--- src/rtl/alu_pkg.sv ---
// Shared opcode encoding, widths and saturation limits for the 6-bit ALU.
package alu_pkg;

  localparam int ALU_W   = 6;
  localparam int ALU_OPW = 4;

  localparam logic [ALU_W-1:0] SAT_MAX = {1'b0, {(ALU_W-1){1'b1}}};
  localparam logic [ALU_W-1:0] SAT_MIN = {1'b1, {(ALU_W-1){1'b0}}};

  typedef enum logic [ALU_OPW-1:0] {
    OP_ADD  = 4'd0,
    OP_SUB  = 4'd1,
    OP_AND  = 4'd2,
    OP_OR   = 4'd3,
    OP_XOR  = 4'd4,
    OP_NOT  = 4'd5,
    OP_SHL  = 4'd6,
    OP_SHR  = 4'd7,
    OP_SAR  = 4'd8,
    OP_ROL  = 4'd9,
    OP_ROR  = 4'd10,
    OP_INC  = 4'd11,
    OP_DEC  = 4'd12,
    OP_NEG  = 4'd13,
    OP_MUL  = 4'd14,
    OP_PASS = 4'd15
  } alu_op_e;

endpackage

--- src/rtl/alu_shifter.sv ---
// Combinational barrel unit for SHL/SHR/SAR/ROL/ROR; also returns the last bit shifted out.
module alu_shifter
  import alu_pkg::*;
#(
  parameter int W = ALU_W
) (
  input  logic [W-1:0] x,
  input  logic [2:0]   amt,
  input  alu_op_e      op,
  output logic [W-1:0] res,
  output logic         out_bit
);

  logic [W:0]        shl_ext;
  logic [W:0]        shr_ext;
  logic signed [W:0] sar_ext;
  logic [2:0]        rot_amt;

  // One guard bit beyond the data catches the final bit shifted out, even past W.
  assign shl_ext = {1'b0, x} << amt;
  assign shr_ext = {x, 1'b0} >> amt;
  assign sar_ext = $signed({x, 1'b0}) >>> amt;
  assign rot_amt = 3'({29'd0, amt} % W);

  always_comb begin
    res     = '0;
    out_bit = 1'b0;
    case (op)
      OP_SHL: begin
        res     = shl_ext[W-1:0];
        out_bit = shl_ext[W];
      end
      OP_SHR: begin
        res     = shr_ext[W:1];
        out_bit = shr_ext[0];
      end
      OP_SAR: begin
        res     = sar_ext[W:1];
        out_bit = sar_ext[0];
      end
      OP_ROL: res = (x << rot_amt) | (x >> (W - int'(rot_amt)));
      OP_ROR: res = (x >> rot_amt) | (x << (W - int'(rot_amt)));
      default: ;
    endcase
  end

endmodule

--- src/rtl/alu.sv ---
// Registered two's-complement ALU producing wrapped and saturated results plus flags.
// Define ALU_MUL_EN to enable the signed multiply on op 14.
module alu
  import alu_pkg::*;
#(
  parameter int W   = ALU_W,
  parameter int OPW = ALU_OPW
) (
  input  logic           clk,
  input  logic           rst,
  input  logic [W-1:0]   x,
  input  logic [W-1:0]   y,
  input  logic [OPW-1:0] op,
  output logic [W-1:0]   z,
  output logic [W-1:0]   zNoRing,
  output logic           IOF,
  output logic           BAF,
  output logic           ZF
);

  localparam logic [W-1:0] SAT_HI = {1'b0, {(W-1){1'b1}}};
  localparam logic [W-1:0] SAT_LO = {1'b1, {(W-1){1'b0}}};

  alu_op_e      op_e;
  logic [W-1:0] arith_a, arith_b;
  logic         arith_sub;
  logic [W:0]   add_full, sub_full;
  logic [W-1:0] shf_res;
  logic         shf_bit;
  logic [W-1:0] z_n, sat_n;
  logic         iof_n, baf_n;

  assign op_e = alu_op_e'(op);

  always_comb begin
    arith_a   = x;
    arith_b   = y;
    arith_sub = 1'b0;
    case (op_e)
      OP_SUB: arith_sub = 1'b1;
      OP_INC: arith_b   = W'(1);
      OP_DEC: begin
        arith_b   = W'(1);
        arith_sub = 1'b1;
      end
      OP_NEG: begin
        arith_a   = '0;
        arith_b   = x;
        arith_sub = 1'b1;
      end
      default: ;
    endcase
  end

  // Top bit of each W+1 result is the carry (add) or borrow (sub).
  assign add_full = {1'b0, arith_a} + {1'b0, arith_b};
  assign sub_full = {1'b0, arith_a} - {1'b0, arith_b};

  alu_shifter #(.W(W)) u_shifter (
    .x       (x),
    .amt     (y[2:0]),
    .op      (op_e),
    .res     (shf_res),
    .out_bit (shf_bit)
  );

`ifdef ALU_MUL_EN
  logic signed [2*W-1:0] mul_prod;
  logic [W-1:0]          mul_uhi;
  logic                  mul_ovf;

  assign mul_prod = $signed(x) * $signed(y);
  assign mul_uhi  = W'(({{W{1'b0}}, x} * {{W{1'b0}}, y}) >> W);
  assign mul_ovf  = (mul_prod[2*W-1:W-1] != '0) && (mul_prod[2*W-1:W-1] != '1);
`endif

  always_comb begin
    z_n   = '0;
    iof_n = 1'b0;
    baf_n = 1'b0;
    sat_n = '0;
    case (op_e)
      OP_ADD, OP_INC: begin
        z_n   = add_full[W-1:0];
        baf_n = add_full[W];
        iof_n = (arith_a[W-1] == arith_b[W-1]) && (z_n[W-1] != arith_a[W-1]);
      end
      OP_SUB, OP_DEC, OP_NEG: begin
        z_n   = sub_full[W-1:0];
        baf_n = sub_full[W];
        iof_n = (arith_a[W-1] != arith_b[W-1]) && (z_n[W-1] != arith_a[W-1]);
      end
      OP_AND:  z_n = x & y;
      OP_OR:   z_n = x | y;
      OP_XOR:  z_n = x ^ y;
      OP_NOT:  z_n = ~x;
      OP_SHL, OP_SHR, OP_SAR: begin
        z_n   = shf_res;
        baf_n = shf_bit;
      end
      OP_ROL, OP_ROR: z_n = shf_res;
`ifdef ALU_MUL_EN
      OP_MUL: begin
        z_n   = mul_prod[W-1:0];
        baf_n = |mul_uhi;
        iof_n = mul_ovf;
      end
`endif
      OP_PASS: z_n = y;
      default: ;
    endcase

    // On overflow the true result has the sign of the minuend / first addend.
    sat_n = z_n;
    if (iof_n) begin
`ifdef ALU_MUL_EN
      if (op_e == OP_MUL) sat_n = mul_prod[2*W-1] ? SAT_LO : SAT_HI;
      else                sat_n = arith_a[W-1]    ? SAT_LO : SAT_HI;
`else
      sat_n = arith_a[W-1] ? SAT_LO : SAT_HI;
`endif
    end
  end

  always_ff @(posedge clk) begin
    if (rst) begin
      z       <= '0;
      zNoRing <= '0;
      IOF     <= 1'b0;
      BAF     <= 1'b0;
      ZF      <= 1'b0;
    end else begin
      z       <= z_n;
      zNoRing <= sat_n;
      IOF     <= iof_n;
      BAF     <= baf_n;
      ZF      <= (z_n == '0);
    end
  end

endmodule

--- config.mk ---
export PLATFORM = sky130hd
export DESIGN_NAME = alu
export DESIGN_NICKNAME = d
export VERILOG_FILES = /design/src/rtl/alu_pkg.sv /design/src/rtl/alu_shifter.sv /design/src/rtl/alu.sv
export SDC_FILE = /design/constraint.sdc
export NUM_CORES = 1
export LEC_CHECK = 0
export ABC_AREA = 1
export BUFFER_PORTS_ARGS = -buffer_cell sky130_fd_sc_hd__buf_2
export CAP_MARGIN = 20
export CELL_PAD_IN_SITES_DETAIL_PLACEMENT = 0
export CELL_PAD_IN_SITES_GLOBAL_PLACEMENT = 2
export CORE_MARGIN = 2
export CORE_UTILIZATION = 27
export CTS_CLUSTER_DIAMETER = 50
export CTS_CLUSTER_SIZE = 24
export DETAILED_ROUTE_END_ITERATION = 16
export GPL_TIMING_DRIVEN = 0
export PLACE_DENSITY_LB_ADDON = 0.1
export SETUP_SLACK_MARGIN = 0.4
export SYNTH_ARGS = -nofsm -noshare
export SYNTH_HDL_FRONTEND = slang
export SYNTH_HIERARCHICAL = 1
export SYNTH_SLANG_ARGS = --single-unit
--- constraint.sdc ---
create_clock -name clk -period 2.1 [get_ports clk]
set_clock_uncertainty 0.05 [all_clocks]
set_input_delay 0.21 -clock clk [delete_from_list [all_inputs] [get_ports clk]]
set_output_delay 0.21 -clock clk [all_outputs]
set_load 0.02 [all_outputs]
### Word level (Yosys, flattened, before mapping)

Cells that the tools add are included.

* flip-flop bits (word level): 15
* input bits: 18
* word-level logic and storage cells: 58

* add/subtract/negate cells: 3
* div/mod/pow operators: 1
* eq/ne operators: 18
* shifts and indexed selects: 7
* mux-type cells: 9
* bitwise logic cells: 6
* reduce and logical (&&, ||, !) cells: 9

Operator list (count)
* $pmux 6 s8: 1
* $mod 3x3->32 const B: 1
* $shl 6x32->6: 1
* $shr 6x32->6: 1
* $pmux 6 s5: 1
* $eq 4x4->1 const B: 7
* $mux 6: 3
* $or 6x6->6: 3
* $eq 4x3->1 const B: 4
* $pmux 6 s2: 1
* $eq 4x2->1 const B: 2
* $add 6x6->7: 1
* $shl 6x3->7: 1
* $shr 7x3->7: 1
* $sshr 7x3->7: 1
* $sub 6x6->7: 1
* $and 6x6->6: 1
* $logic_not 6->1: 1
* $not 6->6: 1
* $pmux 1 s3: 2
* $reduce_or 3->1: 2
* $shl 6x3->6: 1
* $shr 6x3->6: 1
* $xor 6x6->6: 1
* 9 further kinds: 13

### Logic depth before layout (Yosys ltp)

Gate-level depths: netlist (run 1).

* depth in word-level cells: 8
* gate-level depth with buffers: 21

### Modules after synthesis

The synthesis (run 1) kept the hierarchy.

Modules (own cells, without submodules)
* alu: times used 1, cells an instance 296, area an instance 1754.2 µm², seq. area each 300.3 µm²
* alu_shifter: times used 1, cells an instance 245, area an instance 1117.3 µm², seq. area each 0.0 µm²

### Least setup slack after synthesis (run 1)

No wires, ideal clock.

* path type: input to register
* start: input port y[2]
* end: register ZF
* library setup time: 64 ps
* arrival time: 2156 ps
* data required time: 1986 ps
* slack: -170 ps
* stages on the path: 19
* buffers on the path: 4
* cells stage by stage: buf_6 -> inv_6 -> nand2_8 -> inv_2 -> buf_6 -> ha_1 -> buf_4 -> inv_1 -> buf_2 -> nand3_1 -> nand3_1 -> nand3_1 -> a21oi_1 -> nand2_1 -> a21oi_1 -> nand3_1 -> nor2_1 -> nand3_1 -> nor2_1

* word-level cells in the longest chain between the ends: 7
* elaborated cells on any way between the ends: 20

RTL lines
* start: declaration: line alu.sv:12 `input logic [W-1:0] y,`
* $mod 3x3->32: line alu_shifter.sv:23 `assign rot_amt = 3'({29'd0, amt} % W);`
* $sub 3x3->4: line alu_shifter.sv:41, alu_shifter.sv:42
* $shl 6x32->6 or $shr 6x32->6 (tied branches): line alu_shifter.sv:42, alu_shifter.sv:41
* $or 6x6->6, on equally long branches: line alu_shifter.sv:42, alu_shifter.sv:41
* $pmux 6 s5 (*): line alu_shifter.sv:28 `case (op)`
* net shf_res[0]: line alu.sv:28 `logic [W-1:0] shf_res;`
* $pmux 6 s8 (*): line alu.sv:82 `case (op_e)`
* $logic_not 6->1 (*): line alu.sv:137 `ZF <= (z_n == '0);`
* end signal: assignment: line alu.sv:137
* end: declaration: line alu.sv:18 `output logic ZF`

The timed path passes the listed nets; every way through them passes the cells marked *.
A chain may end at the register's enable or synchronous reset.

### Worst setup path in the final report (run 1)

* start: input port op[0]
* end: register ZF

* word-level cells in the longest chain between the ends: 6
* elaborated cells on any way between the ends: 26

RTL lines
* start: declaration: line alu.sv:13 `input logic [OPW-1:0] op,`
* $eq 4x4->1: line alu.sv:39, alu.sv:82
* $reduce_or 2->1 (no line)
* $pmux 6 s2: line alu.sv:39 `case (op_e)`
* $sub 6x6->7 or $add 6x6->7 (tied branches): line alu.sv:57, alu.sv:56
* $pmux 6 s8 (*): line alu.sv:82
* $logic_not 6->1 (*): line alu.sv:137

Every way passes the cells marked *; elsewhere a longest branch is shown, timed or not.

==> run summary, run 1 <==
Net count, final - 662
Critical Path Max Stage Delay - 0.51 ns
die width - 107 um
post-DR wirelength/cell - 14.7 um
average instance area after synthesis - 5.31 um2
global-route wire length before repair - 17.4 mm
synthesized-area fraction occupied by adder cells - 0.127
number of buffers on the longest clock path - 2
FF/Latch Area - 300 um2
Synthesized Nets - 587
overflow left after global routing - 0
total power after layout - 1.61 mW
HPWL reported at the end of detailed placement - 8.37 mm
Pre-Repair DR Iteration Count - 4
starting density of the core - 0.278
Worst Path Required - 2.23 ns
startpoint type of the worst setup path - input port
Die Outline Area - 11500 um2
worst path setup slack after routing - -0.0207 ns
failing checks - negative setup slack
Final setup violation count - 4
unrepaired setup endpoints after global routing - true
number of warnings issued by yosys - 6
Boundary Pins - 33
final weighted congestion in routability-driven placement - 0.865
fillers - 1138
number of buffers and inverters on the critical path - 5
cell leakage power - 2.27 nW
Worst path slowest cell - fa_2
fraction of layout cells with a size suffix above 1 - 0.387
sum of negative setup slack - -0.0539 ns
smallest hold slack - 0.252 ns
crit end category - register
detail-routed via count per cell - 4.82
Synth Area in Compound Gates - 0.0928
Max Freq - 472 MHz
floorplan row count - 37
sequential fraction of the synthesis area - 0.105
IO buf count - 32
number of global-route vias before repair - 3369
Slew @ Worst Pin - 0.631 ns
# Max-Cap Violations - 0
Cell Chain, Critical Path - buf_12 -> nand2_8 -> inv_6 -> a21oi_4 -> clkinv_4 -> o22ai_4 -> inv_2 -> ha_4 -> fa_2 -> inv_1 -> nand2_1 -> nand2_1 -> nor2_4 -> nand2_1 -> nor2_1 -> nand3_1 -> nor2_1
iteration-0 DRC count of the detailed router - 199
remaining antenna violation count after routing - 0
root buffer selected by CTS - clkbuf_8
core box area - 10300 um2
relative slew slack - 0.577
TritonCTS clock tree - yes
total length of routed wires - 11.0 mm
via count - 3618
hold-fix buffers at CTS - 0
Post-Synth Simple-Gate Area - 0.546
area of the multi-input gates - 2840 um2
mux share of post-synthesis cell area - 0
met2 routed wirelength - 4.69 mm
Top Family by Delay on Critical Path - adder cells
Final Max Tran Viols - 0
Met3 Routed Length - 478 um
Top Metal Used - met4
synthesized flop and latch total - 15
Cell variety after synth - 32
IR Drop Worst-Case VDD - 0.340 mV
clock net sink count - 15
Power per Cell Area - 367 nW/um2
final worst path period share - 1.01
xor/xnor share of the synthesized area - 0.00566
Die Span Y - 107 um
cell mode on critical path - nand2_1
status - finished with violations
ant diodes - 0
clock-pin slew on the worst setup and hold paths - 0.05 ns
area of the mapped netlist - 2870 um2
Area growth, synth to finish - 52.7%
final hold viol count - 0
maximum net fanout on the critical path - 6
critical path arrival - 2.25 ns
total global-route track usage - 0.190
maximum number of pins on one net before global-route repair - 11
cell count after synthesis - 541
antenna violations before repair - 0
main combinational cell family by area after synthesis - simple AND/OR/NAND/NOR gates
detailed-routing wirelength on met1 - 5.81 mm
final critical delay including setup and external delays - 2.12 ns
number of buffers added by the clock tree synthesis step - 3
H-tree Lvls - 1
total DRC errors in the routed layout - 0
Tightest Hold Check Type - input port to register
worst setup path category - input port to register
## through the flow
step | worst slack, ns | area [um2] | utilization | std cells
6_report | -0.0207 | 4380 | 0.425 | 751
3_5_place_dp | -0.583 | 3320 | 0.321 | 709
4_1_cts | -0.0310 | 4000 | 0.388 | 742
2_1_floorplan | 0.0457 | 2990 | - | 541
3_3_place_gp | -0.586 | 3320 | 0.321 | 709
5_1_grt | -0.185 | 4380 | 0.425 | 751
## final cells by class
type | count | area share
timing repair buffer | 70 | 0.133
inverter | 75 | 0.0762
clock buffer | 4 | 0.0103
buffer | 7 | 0.0245
multi-input combinational | 444 | 0.649
sequential | 15 | 0.0685
tap | 136 | 0.0388
## placed cells by master (no fill, tap or decap), drive strengths merged
cell type,count
buf,76
o22ai,6
or2,1
clkinv,2
nor2,63
inv,73
fa,2
xnor2,1
a21oi,21
ha,26
nand4,3
a21boi,1
nand3,67
dfxtp,15
o31ai,1
o21bai,1
a31oi,1
clkbuf,5
nor3,1
nand2b,1
nand2,227
nand3b,2
o21ai,19
## Yosys cell counts (all sizes together)
master	instances	area share
nand4	3	0.0065
a21oi	21	0.037
o21bai	1	0.0026
buf	7	0.023
nor2	63	0.091
o31ai	1	0.0026
or2	1	0.0022
nand2b	1	0.0022
ha	26	0.11
xnor2	1	0.0057
nor3	1	0.0017
inv	75	0.10
nand3	67	0.12
o22ai	6	0.013
dfxtp	15	0.10
a31oi	1	0.0022
o21ai	19	0.033
fa	2	0.014
a21boi	1	0.0026
nand2	227	0.32
nand3b	2	0.0052
## layer usage
layer / vias to the layer above / track usage
li1: 1852 / -
met1: 1678 / 0.302
met2: 82 / 0.284
met3: 6 / 0.0140
met4: 0 / 0.0195
met5: - / 0
## final timing paths
kind	startpoint	end	slack, ns	cells past startpoint
worst max-delay path	op[0]	ZF	-0.02	17
worst min-delay path	rst	z[3]	0.25	2
## report_power, final
part	internal (mW)	total, mW	switching, mW	leakage [nW]
Combinational	0.428	1.07	0.638	2.13
Clock	0.134	0.221	0.0867	0.0228
Sequential	0.316	0.321	0.00585	0.123
## cell families after synthesis
group                      Yosys count
buffers and inverters               82
adders and majority gates           28
xor gates and xnor gates             1
DFF                                 15
and+or+nand+nor                    365
AOI/OAI and AO/OA                   50
## registers in the layout, summed over array words and instances, names as in the netlist
signal and cells:
ZF 1, zNoRing 6, z 6, BAF 1, IOF 1
## what timing repair did
| action | 4_1_cts | 5_1_grt |
|---|---|---|
| endpoints found under the setup margin | 15 | 15 |
| pin swaps | 61 | 42 |
| cloned | 1 | 1 |
| resized for setup | 103 | 73 |
| buffers inserted | 28 | 8 |
Note: power is estimated with default switching activity, not from simulation.
==> run 2: changes to the inputs <==
- CELL_PAD_IN_SITES_DETAIL_PLACEMENT: 0 -> not set
- CELL_PAD_IN_SITES_GLOBAL_PLACEMENT: 2 -> not set
- CORE_UTILIZATION: 27 -> 52
- PLACE_DENSITY: not set -> 0.75
- PLACE_DENSITY_LB_ADDON: 0.1 -> not set
==> run 2 against run 1 <==
Effect of this change: sequential cell count is the same; utilization grew 33 points; worst setup slack improved by 0.0051 ns; die area is 47% lower; via count up 3.8%; global-route usage grew 14 points; critical path depth increased by 1; the flow still finishes with violations (negative setup slack); hold slack worse by 0.041 ns; highest routed layer unchanged; critical path type unchanged; power shrank 3.3%; cell area is 6.8% lower; routed wire length decreased by 9.3%; sequential share of layout area up 0.50 points.
==> run summary, run 2 (synthesis results as in run 1) <==
top library cells by usage in the layout, fill and taps aside - nand2_1 (195), inv_1 (52), nand3_1 (45) (was nand2_1 (181), inv_1 (51), nand3_1 (43))
Worst path slowest cell - fa_2 (unchanged)
detail-routed via count per cell - 5.52 (was 4.82)
worst setup path category - input port to register (unchanged)
die width - 78.3 um (was 107 um)
cell mode on critical path - inv_2 (was nand2_1)
Final setup violation count - 1 (was 4)
final worst path period share - 1.01 (about the same)
failing checks - negative setup slack (unchanged)
Power per Cell Area - 381 nW/um2 (was 367 nW/um2)
maximum number of pins on one net before global-route repair - 11 (unchanged)
Critical Path Max Stage Delay - 0.35 ns (was 0.51 ns)
Worst Setup EP - BAF (was ZF)
number of buffers on the longest clock path - 2 (unchanged)
worst-case setup slack after placement - -0.464 ns (was -0.583 ns)
# Max-Cap Violations - 0 (unchanged)
Die Span Y - 78.3 um (was 107 um)
status - finished with violations (unchanged)
FF/Latch Area - 300 um2 (unchanged)
startpoint type of the worst setup path - input port (unchanged)
clock-pin slew on the worst setup and hold paths - 0.06 ns (was 0.05 ns)
Worst Path Required - 2.19 ns (was 2.23 ns)
number of global-route vias before repair - 3440 (was 3369)
Max Freq - 473 MHz (was 472 MHz)
fillers - 436 (was 1138)
number of buffers and inverters on the critical path - 7 (was 5)
iteration-0 DRC count of the detailed router - 371 (was 199)
H-tree Lvls - 1 (unchanged)
HPWL reported at the end of detailed placement - 6.86 mm (was 8.37 mm)
number of buffers added by the clock tree synthesis step - 3 (unchanged)
Tightest Hold Check Type - input port to register (unchanged)
CP Depth - 18 (was 17)
most common cell after layout, fill and taps aside - nand2_1 (unchanged)
starting density of the core - 0.531 (was 0.278)
Cell Count, Final, Fillers Out - 681 (was 751)
cell leakage power - 2.21 nW (was 2.27 nW)
maximum net fanout on the critical path - 7 (was 6)
crit end category - register (unchanged)
antenna violations before repair - 0 (unchanged)
area of the multi-input gates - 2740 um2 (was 2840 um2)
Die Outline Area - 6130 um2 (was 11500 um2)
remaining antenna violation count after routing - 0 (unchanged)
final hold viol count - 0 (unchanged)
Slew @ Worst Pin - 0.900 ns (was 0.631 ns)
root buffer selected by CTS - clkbuf_8 (unchanged)
start point of the critical path - op[0] (unchanged)
Area growth, synth to finish - 42.3% (was 52.7%)
registers with the most flip-flops - zNoRing: 6 flops, z: 6 flops (unchanged)
final core utilization - 0.756 (was 0.425)
Pre-Repair DR Iteration Count - 5 (was 4)
placed cells - 645 (was 709)
final weighted congestion in routability-driven placement - 0.962 (was 0.865)
post-DR wirelength/cell - 14.7 um (about the same)
relative slew slack - 0.395 (was 0.577)
critical path arrival - 2.20 ns (was 2.25 ns)
via count - 3757 (was 3618)
unrepaired setup endpoints after global routing - true (unchanged)
core box area - 5410 um2 (was 10300 um2)
ant diodes - 0 (unchanged)
TritonCTS clock tree - yes (unchanged)
clock net sink count - 15 (unchanged)
IR Drop Worst-Case VDD - 0.378 mV (was 0.340 mV)
Top Family by Delay on Critical Path - simple AND/OR/NAND/NOR gates (was adder cells)
IO buf count - 32 (unchanged)
global-route wire length before repair - 16.2 mm (was 17.4 mm)
total DRC errors in the routed layout - 0 (unchanged)
final critical delay including setup and external delays - 2.12 ns (about the same)
fraction of layout cells with a size suffix above 1 - 0.342 (was 0.387)
Boundary Pins - 33 (unchanged)
worst path setup slack after routing - -0.0156 ns (was -0.0207 ns)
total global-route track usage - 0.327 (was 0.190)
Net count, final - 656 (was 662)
Cell Chain, Critical Path - buf_12 -> inv_6 -> nor2_4 -> nand2_8 -> o22ai_4 -> inv_2 -> ha_4 -> fa_2 -> inv_2 -> nand3_2 -> nand2_2 -> buf_4 -> buf_6 -> a21oi_2 -> o21ai_1 -> nand3_1 -> nand2_1 -> inv_1 (was buf_12 -> nand2_8 -> inv_6 -> a21oi_4 -> clkinv_4 -> o22ai_4 -> inv_2 -> ha_4 -> fa_2 -> inv_1 -> nand2_1 -> nand2_1 -> nor2_4 -> nand2_1 -> nor2_1 -> nand3_1 -> nor2_1)
total length of routed wires - 10.0 mm (was 11.0 mm)
floorplan row count - 27 (was 37)
Final Max Tran Viols - 0 (unchanged)
overflow left after global routing - 0 (unchanged)
hold-fix buffers at CTS - 0 (unchanged)
run 2: cell count changes in the layout (fill, tap and decap cells not counted), sizes merged:
cell    previous run  this run
inv               73        75
clkbuf             5         3
buf               76        71
clkinv             2         1
run 2: layout make-up:
type,instances,area share
Multi-Input combinational cell,444,0.670
Tap cell,72,0.0220
Clock buffer,3,0.0101
Clock inverter,1,0.00122
Sequential cell,15,0.0735
Inverter,75,0.0805
Buffer,7,0.0233
Timing Repair Buffer,64,0.119
run 2: worst min path at each step:
stage / from / end / slack [ns] / cells past startpoint
2_1_floorplan: rst / z[4] / 0.24 / 1
3_3_place_gp: rst / z[4] / 0.44 / 2
3_5_place_dp: rst / z[4] / 0.44 / 2
4_1_cts: rst / z[1] / 0.19 / 2
5_1_grt: rst / z[3] / 0.23 / 2
6_report: rst / z[1] / 0.21 / 2
run 2: power breakdown:
part	switching, mW	internal, mW	leakage [nW]	total, mW
sequential	0.00696	0.316	0.123	0.322
clock	0.0909	0.131	0.0255	0.222
combinational	0.617	0.395	2.06	1.01
run 2: timing repair:
action,in CTS,in global routing
setup endpoints to repair,15,15
gates resized for setup,92,49
pin swaps,53,21
buffers inserted,26,5
cloned,1,0
run 2: per-stage QoR:
step                      TNS (ns)  hold slack [ns]  total power [mW]  area [um2]
after floorplan                  0            0.238             0.861        2990
after global placement       -5.00            0.436              1.04        3240
after detailed placement     -5.39            0.439              1.06        3240
after CTS                        0            0.194              1.44        3860
after global routing        -0.777            0.228              1.66        4090
final                      -0.0156            0.210              1.56        4090
run 2: layer usage:
metal  vias up  GRT usage  part of all wire
li1       1847          -                 -
met1      1665      0.453              0.43
met2       222      0.543              0.45
met3        23     0.0460              0.10
met4         0     0.0614             0.019
met5         -          0                 0
